$ cat src/rtl/vga_timing_if.sv
//------------------------------------------------------------------------------
// vga_timing_if : PLL lock input and registered raster outputs of vga_timing.
// Optional frame_count under VGA_TIMING_FRAME_COUNT_EN.  Rev 1.0
//------------------------------------------------------------------------------
`default_nettype none

interface vga_timing_if;
  logic       locked;
  logic       hsync;
  logic       vsync;
  logic       active;
  logic [9:0] pixel_x;
  logic [9:0] pixel_y;
  logic       line_start;
  logic       frame_start;
`ifdef VGA_TIMING_FRAME_COUNT_EN
  logic [7:0] frame_count;
`endif

  modport master (
`ifdef VGA_TIMING_FRAME_COUNT_EN
    output frame_count,
`endif
    input  locked,
    output hsync, vsync, active, pixel_x, pixel_y, line_start, frame_start
  );

  modport slave (
`ifdef VGA_TIMING_FRAME_COUNT_EN
    input  frame_count,
`endif
    output locked,
    input  hsync, vsync, active, pixel_x, pixel_y, line_start, frame_start
  );
endinterface

`default_nettype wire

$ cat src/rtl/vga_timing.sv
//------------------------------------------------------------------------------
// vga_timing : VGA raster counters with registered syncs/pixel coordinates.
// Optional 8-bit frame counter under VGA_TIMING_FRAME_COUNT_EN.  Rev 1.0
//------------------------------------------------------------------------------
`default_nettype none

module vga_timing #(
  parameter int   H_ACTIVE = 640,
  parameter int   H_FRONT  = 16,
  parameter int   H_SYNC   = 96,
  parameter int   H_BACK   = 48,
  parameter int   V_ACTIVE = 480,
  parameter int   V_FRONT  = 10,
  parameter int   V_SYNC   = 2,
  parameter int   V_BACK   = 33,
  parameter logic SYNC_POL = 1'b0
) (
  input  logic         clock,
  input  logic         reset,
  vga_timing_if.master vga
);

  localparam int H_TOTAL = H_ACTIVE + H_FRONT + H_SYNC + H_BACK;
  localparam int V_TOTAL = V_ACTIVE + V_FRONT + V_SYNC + V_BACK;
  localparam int HW      = $clog2(H_TOTAL);
  localparam int VW      = $clog2(V_TOTAL);

  localparam logic [HW-1:0] c_H_LAST   = HW'(H_TOTAL - 1);
  localparam logic [HW-1:0] c_H_ACT    = HW'(H_ACTIVE);
  localparam logic [HW-1:0] c_HS_BEG   = HW'(H_ACTIVE + H_FRONT);
  localparam logic [HW-1:0] c_HS_END   = HW'(H_ACTIVE + H_FRONT + H_SYNC);
  localparam logic [VW-1:0] c_V_LAST   = VW'(V_TOTAL - 1);
  localparam logic [VW-1:0] c_V_ACT    = VW'(V_ACTIVE);
  localparam logic [VW-1:0] c_VS_BEG   = VW'(V_ACTIVE + V_FRONT);
  localparam logic [VW-1:0] c_VS_END   = VW'(V_ACTIVE + V_FRONT + V_SYNC);

  localparam logic [1:0] c_PH_ACTIVE = 2'd0;
  localparam logic [1:0] c_PH_FRONT  = 2'd1;
  localparam logic [1:0] c_PH_SYNC   = 2'd2;
  localparam logic [1:0] c_PH_BACK   = 2'd3;

  logic [HW-1:0] r_h;
  logic [VW-1:0] r_v;
  logic          r_run;
  logic [1:0]    w_hph;
  logic [1:0]    w_vph;
  logic          w_en;
  logic          w_active;
  logic          w_hsync;
  logic          w_vsync;
  logic [9:0]    w_px;
  logic [9:0]    w_py;
  logic          w_line_start;
  logic          w_frame_start;
  logic          r_hsync;
  logic          r_vsync;
  logic          r_active;
  logic [9:0]    r_px;
  logic [9:0]    r_py;
  logic          r_line_start;
  logic          r_frame_start;

  // r_run lags locked by one edge so (0,0) appears on the second edge after
  // lock; it resets high so counting starts on the first edge after reset.
  always_ff @(posedge clock or posedge reset) begin
    if (reset) begin
      r_h   <= '0;
      r_v   <= '0;
      r_run <= 1'b1;
    end else begin
      r_run <= vga.locked;
      if (!vga.locked) begin
        r_h <= '0;
        r_v <= '0;
      end else if (r_run) begin
        if (r_h == c_H_LAST) begin
          r_h <= '0;
          r_v <= (r_v == c_V_LAST) ? '0 : r_v + 1'b1;
        end else begin
          r_h <= r_h + 1'b1;
        end
      end
    end
  end

  always_comb begin
    if (r_h < c_H_ACT)       w_hph = c_PH_ACTIVE;
    else if (r_h < c_HS_BEG) w_hph = c_PH_FRONT;
    else if (r_h < c_HS_END) w_hph = c_PH_SYNC;
    else                     w_hph = c_PH_BACK;

    if (r_v < c_V_ACT)       w_vph = c_PH_ACTIVE;
    else if (r_v < c_VS_BEG) w_vph = c_PH_FRONT;
    else if (r_v < c_VS_END) w_vph = c_PH_SYNC;
    else                     w_vph = c_PH_BACK;
  end

  always_comb begin
    w_en          = vga.locked && r_run;
    w_active      = w_en && (w_hph == c_PH_ACTIVE) && (w_vph == c_PH_ACTIVE);
    w_hsync       = (w_en && (w_hph == c_PH_SYNC)) ? SYNC_POL : ~SYNC_POL;
    w_vsync       = (w_en && (w_vph == c_PH_SYNC)) ? SYNC_POL : ~SYNC_POL;
    w_px          = w_active ? 10'(r_h) : 10'd0;
    w_py          = w_active ? 10'(r_v) : 10'd0;
    w_line_start  = w_active && (r_h == '0);
    w_frame_start = w_line_start && (r_v == '0);
  end

  always_ff @(posedge clock or posedge reset) begin
    if (reset) begin
      r_hsync       <= ~SYNC_POL;
      r_vsync       <= ~SYNC_POL;
      r_active      <= 1'b0;
      r_px          <= '0;
      r_py          <= '0;
      r_line_start  <= 1'b0;
      r_frame_start <= 1'b0;
    end else begin
      r_hsync       <= w_hsync;
      r_vsync       <= w_vsync;
      r_active      <= w_active;
      r_px          <= w_px;
      r_py          <= w_py;
      r_line_start  <= w_line_start;
      r_frame_start <= w_frame_start;
    end
  end

  assign vga.hsync       = r_hsync;
  assign vga.vsync       = r_vsync;
  assign vga.active      = r_active;
  assign vga.pixel_x     = r_px;
  assign vga.pixel_y     = r_py;
  assign vga.line_start  = r_line_start;
  assign vga.frame_start = r_frame_start;

`ifdef VGA_TIMING_FRAME_COUNT_EN
  logic [7:0] r_frame_count;

  // Steps on the edge after the frame_start cycle, so frame N shows count N.
  always_ff @(posedge clock or posedge reset) begin
    if (reset) begin
      r_frame_count <= '0;
    end else if (!w_en) begin
      r_frame_count <= '0;
    end else if (r_frame_start) begin
      r_frame_count <= r_frame_count + 8'd1;
    end
  end

  assign vga.frame_count = r_frame_count;
`endif

endmodule

`default_nettype wire
$ cat src/flat_wrapper.sv
// flat-port wrapper written by rule: the top's interface ports become plain ports
module vga_timing_flat 
#(
  parameter int   H_ACTIVE = 640,
  parameter int   H_FRONT  = 16,
  parameter int   H_SYNC   = 96,
  parameter int   H_BACK   = 48,
  parameter int   V_ACTIVE = 480,
  parameter int   V_FRONT  = 10,
  parameter int   V_SYNC   = 2,
  parameter int   V_BACK   = 33,
  parameter logic SYNC_POL = 1'b0
)
  (clock, reset, vga_locked, vga_hsync, vga_vsync, vga_active, vga_pixel_x, vga_pixel_y, vga_line_start, vga_frame_start);
  vga_timing_if vga_i ();
  input  logic clock;
  input  logic reset;
  input wire logic [$bits(vga_i.locked)-1:0] vga_locked;
  output wire logic [$bits(vga_i.hsync)-1:0] vga_hsync;
  output wire logic [$bits(vga_i.vsync)-1:0] vga_vsync;
  output wire logic [$bits(vga_i.active)-1:0] vga_active;
  output wire logic [$bits(vga_i.pixel_x)-1:0] vga_pixel_x;
  output wire logic [$bits(vga_i.pixel_y)-1:0] vga_pixel_y;
  output wire logic [$bits(vga_i.line_start)-1:0] vga_line_start;
  output wire logic [$bits(vga_i.frame_start)-1:0] vga_frame_start;
  assign vga_i.locked = vga_locked;
  assign vga_hsync = vga_i.hsync;
  assign vga_vsync = vga_i.vsync;
  assign vga_active = vga_i.active;
  assign vga_pixel_x = vga_i.pixel_x;
  assign vga_pixel_y = vga_i.pixel_y;
  assign vga_line_start = vga_i.line_start;
  assign vga_frame_start = vga_i.frame_start;
  vga_timing #(.H_ACTIVE(H_ACTIVE), .H_FRONT(H_FRONT), .H_SYNC(H_SYNC), .H_BACK(H_BACK), .V_ACTIVE(V_ACTIVE), .V_FRONT(V_FRONT), .V_SYNC(V_SYNC), .V_BACK(V_BACK), .SYNC_POL(SYNC_POL)) u_core (.clock(clock), .reset(reset), .vga(vga_i));
endmodule
$ cat config.mk
export PLATFORM = sky130hd
export DESIGN_NAME = vga_timing_flat
export DESIGN_NICKNAME = d
export VERILOG_FILES = /design/src/rtl/vga_timing_if.sv /design/src/rtl/vga_timing.sv /design/src/flat_wrapper.sv
export SDC_FILE = /design/constraint.sdc
export NUM_CORES = 1
export LEC_CHECK = 0
export CAP_MARGIN = 10
export CORE_ASPECT_RATIO = 1.25
export CORE_MARGIN = 2
export CORE_UTILIZATION = 54
export CTS_CLUSTER_SIZE = 20
export DETAILED_ROUTE_END_ITERATION = 16
export PLACE_DENSITY = 0.9
export RECOVER_POWER = 25
export REMOVE_ABC_BUFFERS = 1
export SYNTH_ARGS = -nofsm -noshare
export SYNTH_HDL_FRONTEND = slang
export SYNTH_SLANG_ARGS = --single-unit
export TNS_END_PERCENT = 10
$ cat constraint.sdc
create_clock -name clock -period 2.4 [get_ports clock]
set_clock_uncertainty 0.2 [all_clocks]
set_input_delay 0.48 -clock clock [delete_from_list [all_inputs] [get_ports clock]]
set_output_delay 0.48 -clock clock [all_outputs]
set_load 0.02 [all_outputs]
==> results of run 1 <==
==> placed cells by master (no fill, tap or decap), types with 5 or more instances in the layout <==
master,instances
dfrtp_1,43
clkdlybuf4s50_1,26
and2_1,20
nand2_1,19
buf_4,12
nand3_1,11
inv_1,10
nor2_1,9
xor2_1,5
clkbuf_8,5
==> critical path, delay by kind of cell (launching register included) <==
family	cells	cell delay (ns)
AOI/OAI and AO/OA	1	0.36
DFF	1	0.45
adders and majority gates	1	0.23
and+or+nand+nor	2	0.97
==> flip-flops by register name (all words and copies together) (netlist names), 10 cells and up <==
register,cells
u_core.r_h,10
u_core.r_v,10
u_core.vga.pixel_y,10
u_core.vga.pixel_x,10
==> area by class of cell <==
| class | instances | area (µm²) | share of cell area |
|---|---|---|---|
| flip-flops and latches | 46 | 1150 | 0.454 |
| multi-input cells | 128 | 848 | 0.333 |
| repair buffers | 41 | 369 | 0.145 |
| clock buffers | 6 | 72.6 | 0.0285 |
| well taps | 40 | 50.0 | 0.0197 |
| inverters | 11 | 41.3 | 0.0162 |
| clock inverters | 2 | 10.0 | 0.00393 |
==> stage by stage <==
step | total power [W] | utilization
after global routing | 0.00136 | 0.678
after CTS | 0.00132 | 0.680
after global placement | 0.000883 | 0.658
final | 0.00131 | 0.678
after detailed placement | 0.000885 | 0.658
after floorplan | 0.000848 | -
==> cell families after synthesis <==
| kind of cell | count (synthesis) |
|---|---|
| and+or+nand+nor | 89 |
| DFF | 46 |
| muxes | 1 |
| xor gates and xnor gates | 7 |
| other | 1 |
| adders and majority gates | 4 |
| AOI/OAI and AO/OA | 26 |
| buffers and inverters | 23 |
==> routing by layer <==
layer	GRT usage	wire [µm]	up-vias
li1	-	-	754
met2	0.330	2140	68
met4	0.0988	108	0
met3	0.0440	187	12
met5	0	0	-
met1	0.284	1720	801
==> synthesized netlist by cell type (2+ instances only) <==
cell type | count | area, µm²
a21oi_1 | 4 | 20.0
a22oi_1 | 2 | 15.0
nand4_1 | 4 | 25.0
nand2_1 | 19 | 71.3
dfstp_2 | 3 | 78.8
nor2_1 | 9 | 33.8
dfrtp_1 | 43 | 1080
o41ai_2 | 2 | 32.5
nor2b_1 | 2 | 12.5
o21ai_1 | 3 | 15.0
o31a_1 | 2 | 17.5
nor4_1 | 4 | 25.0
clkbuf_1 | 9 | 33.8
xor2_1 | 5 | 43.8
or4b_1 | 3 | 30.0
o31ai_1 | 2 | 15.0
o22ai_1 | 3 | 18.8
nand3_1 | 11 | 55.1
inv_1 | 10 | 37.5
nand4b_1 | 2 | 17.5
and4_1 | 3 | 26.3
nor3b_1 | 2 | 15.0
o21ai_0 | 2 | 10.0
o311ai_0 | 2 | 17.5
xnor2_1 | 2 | 17.5
or3_1 | 2 | 12.5
and2_1 | 20 | 125
ha_1 | 4 | 50.1
nor3_1 | 3 | 15.0
==> power breakdown <==
group / switching, W / internal [W]
Sequential: 0.00000632 / 0.000784
Combinational: 0.0000497 / 0.0000287
Clock: 0.000238 / 0.000202
Total: 0.000294 / 0.00101
==> path summary, 6_finish.rpt <==
check | from | to | slack [ns]
setup / recovery | u_core.r_h[1] | u_core.r_v[7] | 0.10
setup reg to reg | u_core.r_h[1] | u_core.r_v[7] | 0.10
min in group asynchronous | reset | u_core.vga.active | 0.77
hold / removal | u_core.r_v[8] | u_core.r_v[8] | 0.35
max in group asynchronous | reset | u_core.vga.pixel_x[9] | 0.57
hold reg to reg | u_core.r_v[8] | u_core.r_v[8] | 0.35
==> flow_metrics.env, run 1 <==
export IMPL_status="finished, final reports clean"
export IMPL_grt_overflow_total=0
export IMPL_seq_area_frac_synth=0.552
export IMPL_synth_fa_ha_area_frac=0.0239
export IMPL_wire_per_inst_um=15.2
export IMPL_dp_hpwl_um=2820
export IMPL_peakVddDrop_v=0.000375
export IMPL_holdWs_ns=0.353
export IMPL_ff2ff_path_depth=4
export IMPL_grt_max_degree=47
export IMPL_yosys_register_bits=46
export IMPL_worstSkewPairLatency_ns=0.29
export IMPL_dp_cells=266
export IMPL_fin_area_um2=2550
export IMPL_fmax_ghz=0.435
export IMPL_tns_ns=0
export IMPL_post_cts_buffers=0
export IMPL_min_path_type="reg -> reg"
export IMPL_ys_types=44
export IMPL_place_congestion=0.826
export IMPL_die_y_um=73.6
export IMPL_ctsResizeCount=0
export IMPL_start_kind="flip-flop"
export IMPL_htree_levels=2
export IMPL_slowest_delay_ns=0.64
export IMPL_num_vias=1635
export IMPL_clock_root_buffer="clkbuf_8"
export IMPL_core_rowCount=25
export IMPL_cp_required_ns=2.39
export IMPL_synth_compound_area_frac=0.0956
export IMPL_vias_per_cell=5.97
export IMPL_finalSetupViolCount=0
export IMPL_synth_ff_type="dfrtp_1"
export IMPL_p_leak_nw=1.12
export IMPL_worstPathArrival_ns=2.29
export IMPL_synth_warnings=0
export IMPL_synth_simple_area_share=0.247
export IMPL_num_antenna_cells=0
export IMPL_pre_cts_ws_ns=0.0635
export IMPL_synthXorXnorAreaFrac=0.0293
export IMPL_cts_sinks=46
export IMPL_avgSynthCellArea_um2=10.6
export IMPL_end_kind="flip-flop"
export IMPL_area_delta_synth_final_pct=21.6
export IMPL_layout_cells_non_filler=274
export IMPL_rsz0062_at_grt="false"
export IMPL_synth_top_family_by_area="simple AND/OR/NAND/NOR gates"
export IMPL_worst_slew_pin_slew_ns=1.10
export IMPL_synth_edff_count=0
export IMPL_period_minus_slack_ns=2.30
export IMPL_io_pins=28
export IMPL_grt_pass1_wl_um=6900
export IMPL_synth_area_um2=2090
export IMPL_firstDrtPassIters=5
export IMPL_synth_mux_area_frac=0.00478
export IMPL_async_flop_share=1.00
export IMPL_antenna_found_initial=0
export IMPL_cp_max_fo=8
export IMPL_hold_buffers=0
export IMPL_cts_tree="yes"
export IMPL_slew_headroom=0.269
export IMPL_wl_um=4160
export IMPL_syn_inst=197
export IMPL_final_setup_worst_slack_ns=0.102
export IMPL_powerDensity_nw_per_um2=514
export IMPL_fin_nets=240
export IMPL_drtIter0Drc=72
export IMPL_grt_pass1_vias=1497
export IMPL_start_util=0.558
export IMPL_post_route_period_util=0.958
export IMPL_numCtsBuffers=5
export IMPL_clockBufferDepth=2
export IMPL_die_w_um=59.7
export IMPL_cap_violations=0
export IMPL_finalMaxSlewViolations=0
export IMPL_worst_setup_path_type="reg -> reg"
export IMPL_clk_pin_slew_ns=0.08
export IMPL_finalHoldViolCount=0
export IMPL_grt_total_usage=0.213
export IMPL_crit_chain="ha_1 > and4_1 > or4b_1 > o41ai_2"
export IMPL_worstHoldPathCells=1
export IMPL_layout_drive_gt1_share=0.124
export IMPL_drcViolationCount=0
export IMPL_dieArea_um2=4390
export IMPL_io_buffers=27
export IMPL_fill_cells=279
export IMPL_ant_nets=0
export IMPL_core_um2=3750
export IMPL_cp_slowest_cell="or4b_1"
export IMPL_place_area_um2=2470
(Power assumes the default switching activity.)
==> run 2, diff against run 1 <==
--- a/config.mk
+++ b/config.mk
@@ -5,6 +5,7 @@
 export SDC_FILE = /design/constraint.sdc
 export NUM_CORES = 1
 export LEC_CHECK = 0
+export ABC_CLOCK_PERIOD_IN_PS = 2400
 export CAP_MARGIN = 10
 export CORE_ASPECT_RATIO = 1.25
 export CORE_MARGIN = 2
==> results of run 2 <==
Final layout, timing and power as in run 1 (identical DEF).
==> run 3, diff against run 2 <==
--- a/config.mk
+++ b/config.mk
@@ -15,6 +15,7 @@
 export PLACE_DENSITY = 0.9
 export RECOVER_POWER = 25
 export REMOVE_ABC_BUFFERS = 1
+export SETUP_SLACK_MARGIN = 0.5
 export SYNTH_ARGS = -nofsm -noshare
 export SYNTH_HDL_FRONTEND = slang
 export SYNTH_SLANG_ARGS = --single-unit
==> run 3 against run 2 <==
Critical path depth up 2. Design area up 1.2%. Sequential cell count unchanged. Register-to-register slack better by 0.15 ns. Via count down 1.4%. Global-route usage up 0.26 points. Cell count up 0.36%. Clock power up 0.9%. Setup slack better by 0.15 ns. Hold slack about the same. Sequential power about the same. Sequential share of layout area down 0.50 points. Critical endpoint is now u_core.r_v[5]. Largest power group unchanged.
==> flow_metrics.env, run 3 (synthesis gave the netlist of run 1 again) <==
export IMPL_crit_chain="inv_1 > ha_1 > or4b_4 > o41a_1 > a21oi_1 > o22ai_1"
export IMPL_io_pins=28
export IMPL_grt_max_degree=47
export IMPL_ant_nets=0
export IMPL_switchingPower_w=0.000300
export IMPL_finalMaxSlewViolations=0
export IMPL_num_antenna_cells=0
export IMPL_drcViolationCount=0
export IMPL_grt_total_usage=0.215
export IMPL_io_buffers=27
export IMPL_slowest_delay_ns=0.46
export IMPL_final_setup_worst_slack_ns=0.249
export IMPL_r2r_end="u_core.r_v[5]"
export IMPL_num_vias=1612
export IMPL_r2r_setup_slack_ns=0.25
export IMPL_slew_headroom=0.263
export IMPL_grt_overflow_total=0
export IMPL_cp_startpoint="u_core.r_v[0]"
export IMPL_power_frac_seq=0.600
export IMPL_grt_pass1_wl_um=7000
export IMPL_htree_levels=2
export IMPL_peakVddDrop_v=0.000369
export IMPL_vias_per_cell=5.86
export IMPL_worstSkewPairLatency_ns=0.30
export IMPL_worstHoldPathCells=1
export IMPL_clock_root_buffer="clkbuf_8"
export IMPL_hold_buffers=0
export IMPL_core_rowCount=25
export IMPL_die_w_um=59.7
export IMPL_worst_setup_path_type="reg -> reg"
export IMPL_numCtsBuffers=5
export IMPL_dieArea_um2=4390
export IMPL_end_kind="flip-flop"
export IMPL_p_leak_nw=1.13
export IMPL_firstDrtPassIters=4
export IMPL_timing_rr_start="u_core.r_v[0]"
export IMPL_place_congestion=0.826
export IMPL_powerDensity_nw_per_um2=510
export IMPL_core_um2=3750
export IMPL_layout_drive_gt1_share=0.157
export IMPL_post_route_period_util=0.896
export IMPL_cp_required_ns=2.38
export IMPL_period_minus_slack_ns=2.15
export IMPL_cts_sinks=46
export IMPL_start_util=0.558
export IMPL_clk_pin_slew_ns=0.08
export IMPL_fin_nets=241
export IMPL_worst_slew_pin_slew_ns=1.11
export IMPL_die_y_um=73.6
export IMPL_p_int_w=0.00102
export IMPL_tns_ns=0
export IMPL_min_path_type="reg -> reg"
export IMPL_pre_cts_ws_ns=0.0635
export IMPL_antenna_found_initial=0
export IMPL_status="finished, final reports clean"
export IMPL_cp_max_fo=8
export IMPL_cap_violations=0
export IMPL_clockBufferDepth=2
export IMPL_fmax_ghz=0.465
export IMPL_wl_um=4180
export IMPL_final_cell_mix="dfrtp_1 (42), clkdlybuf4s50_1 (25), and2_1 (20)"
export IMPL_start_kind="flip-flop"
export IMPL_ff2ff_path_depth=6
export IMPL_cp_slowest_cell="or4b_4"
export IMPL_hold_path_end="u_core.r_v[8]"
export IMPL_drtIter0Drc=65
export IMPL_mostFrequentLayoutCell="dfrtp_1"
export IMPL_dp_cells=266
export IMPL_layout_cells_non_filler=275
export IMPL_swShare=0.228
export IMPL_rsz0062_at_grt="true"
export IMPL_grt_pass1_vias=1521
export IMPL_cts_tree="yes"
export IMPL_p_comb_frac=0.063
export IMPL_worstPathArrival_ns=2.13
export IMPL_wire_per_inst_um=15.2
export IMPL_clkPwrFrac=0.338
export IMPL_dp_hpwl_um=2820
export IMPL_finalHoldViolCount=0
export IMPL_worstHoldStart="u_core.r_v[8]"
export IMPL_area_delta_synth_final_pct=23.1
export IMPL_finalSetupViolCount=0
==> run 3: cell types whose count changed in the layout (fill, tap and decap cells not counted), sizes merged <==
cell,change
buf,+2
clkdlybuf4s50,-1
dlygate4sd3,+1
clkbuf,-1
==> run 3: per-layer routing <==
layer	share of wire	vias to the layer above	wire length (µm)	GRT usage
met3	0.043	12	181	0.0458
li1	-	757	-	-
met5	0	-	0	0
met1	0.42	786	1760	0.294
met4	0.028	0	117	0.0988
met2	0.51	57	2120	0.326
==> run 3: worst max-delay path by stage <==
stage               cells past startpoint  slack (ns)                     end
floorplan                               4       -0.12  u_core.vga.frame_start
global placement                        4        0.09           u_core.r_v[9]
detailed placement                      4        0.06           u_core.r_v[9]
CTS                                     6        0.27           u_core.r_v[5]
global route                            6        0.17           u_core.r_v[5]
finish                                  6        0.25           u_core.r_v[5]
==> run 3: per-stage QoR <==
step | power (W) | hold WS (ns) | utilization | area, µm²
after floorplan | 0.000848 | 0.273 | - | 2040
after global placement | 0.000883 | 0.318 | 0.658 | 2470
after detailed placement | 0.000885 | 0.331 | 0.658 | 2470
after CTS | 0.00132 | 0.353 | 0.687 | 2580
after global routing | 0.00136 | 0.386 | 0.687 | 2580
final | 0.00132 | 0.352 | 0.687 | 2580
==> run 3: what timing repair did <==
item                                    CTS  global route
endpoints found under the setup margin   30            61
resized for setup                         6             0
pin swaps                                 5             0
setup buffers                             1             0
==> run 3: layout make-up <==
cell class	instances	area (µm²)
Fill cell	272	1180
Clock inverter	2	10.0
Multi-Input combinational cell	128	867
Tap cell	40	50.0
Sequential cell	46	1160
Timing Repair Buffer	42	380
Clock buffer	6	72.6
Inverter	11	41.3
==> run 3: worst max-delay path, delay by kind of cell, from the launching register on <==
family          cells  cell delay [ns]
fa+ha+maj           1             0.13
compound gates      3             0.78
simple gates        1             0.46
flops               1             0.38
buf+inv             1             0.06
==> run 3: power by group through the flow <==
stage / sequential (W) / clock (W) / combinational (W)
global route: 0.000790 / 0.000480 / 0.0000927
global placement: 0.000805 / 0 / 0.0000783
CTS: 0.000789 / 0.000449 / 0.0000846
floorplan: 0.000812 / 0 / 0.0000361
finish: 0.000789 / 0.000444 / 0.0000827
detailed placement: 0.000805 / 0 / 0.0000805
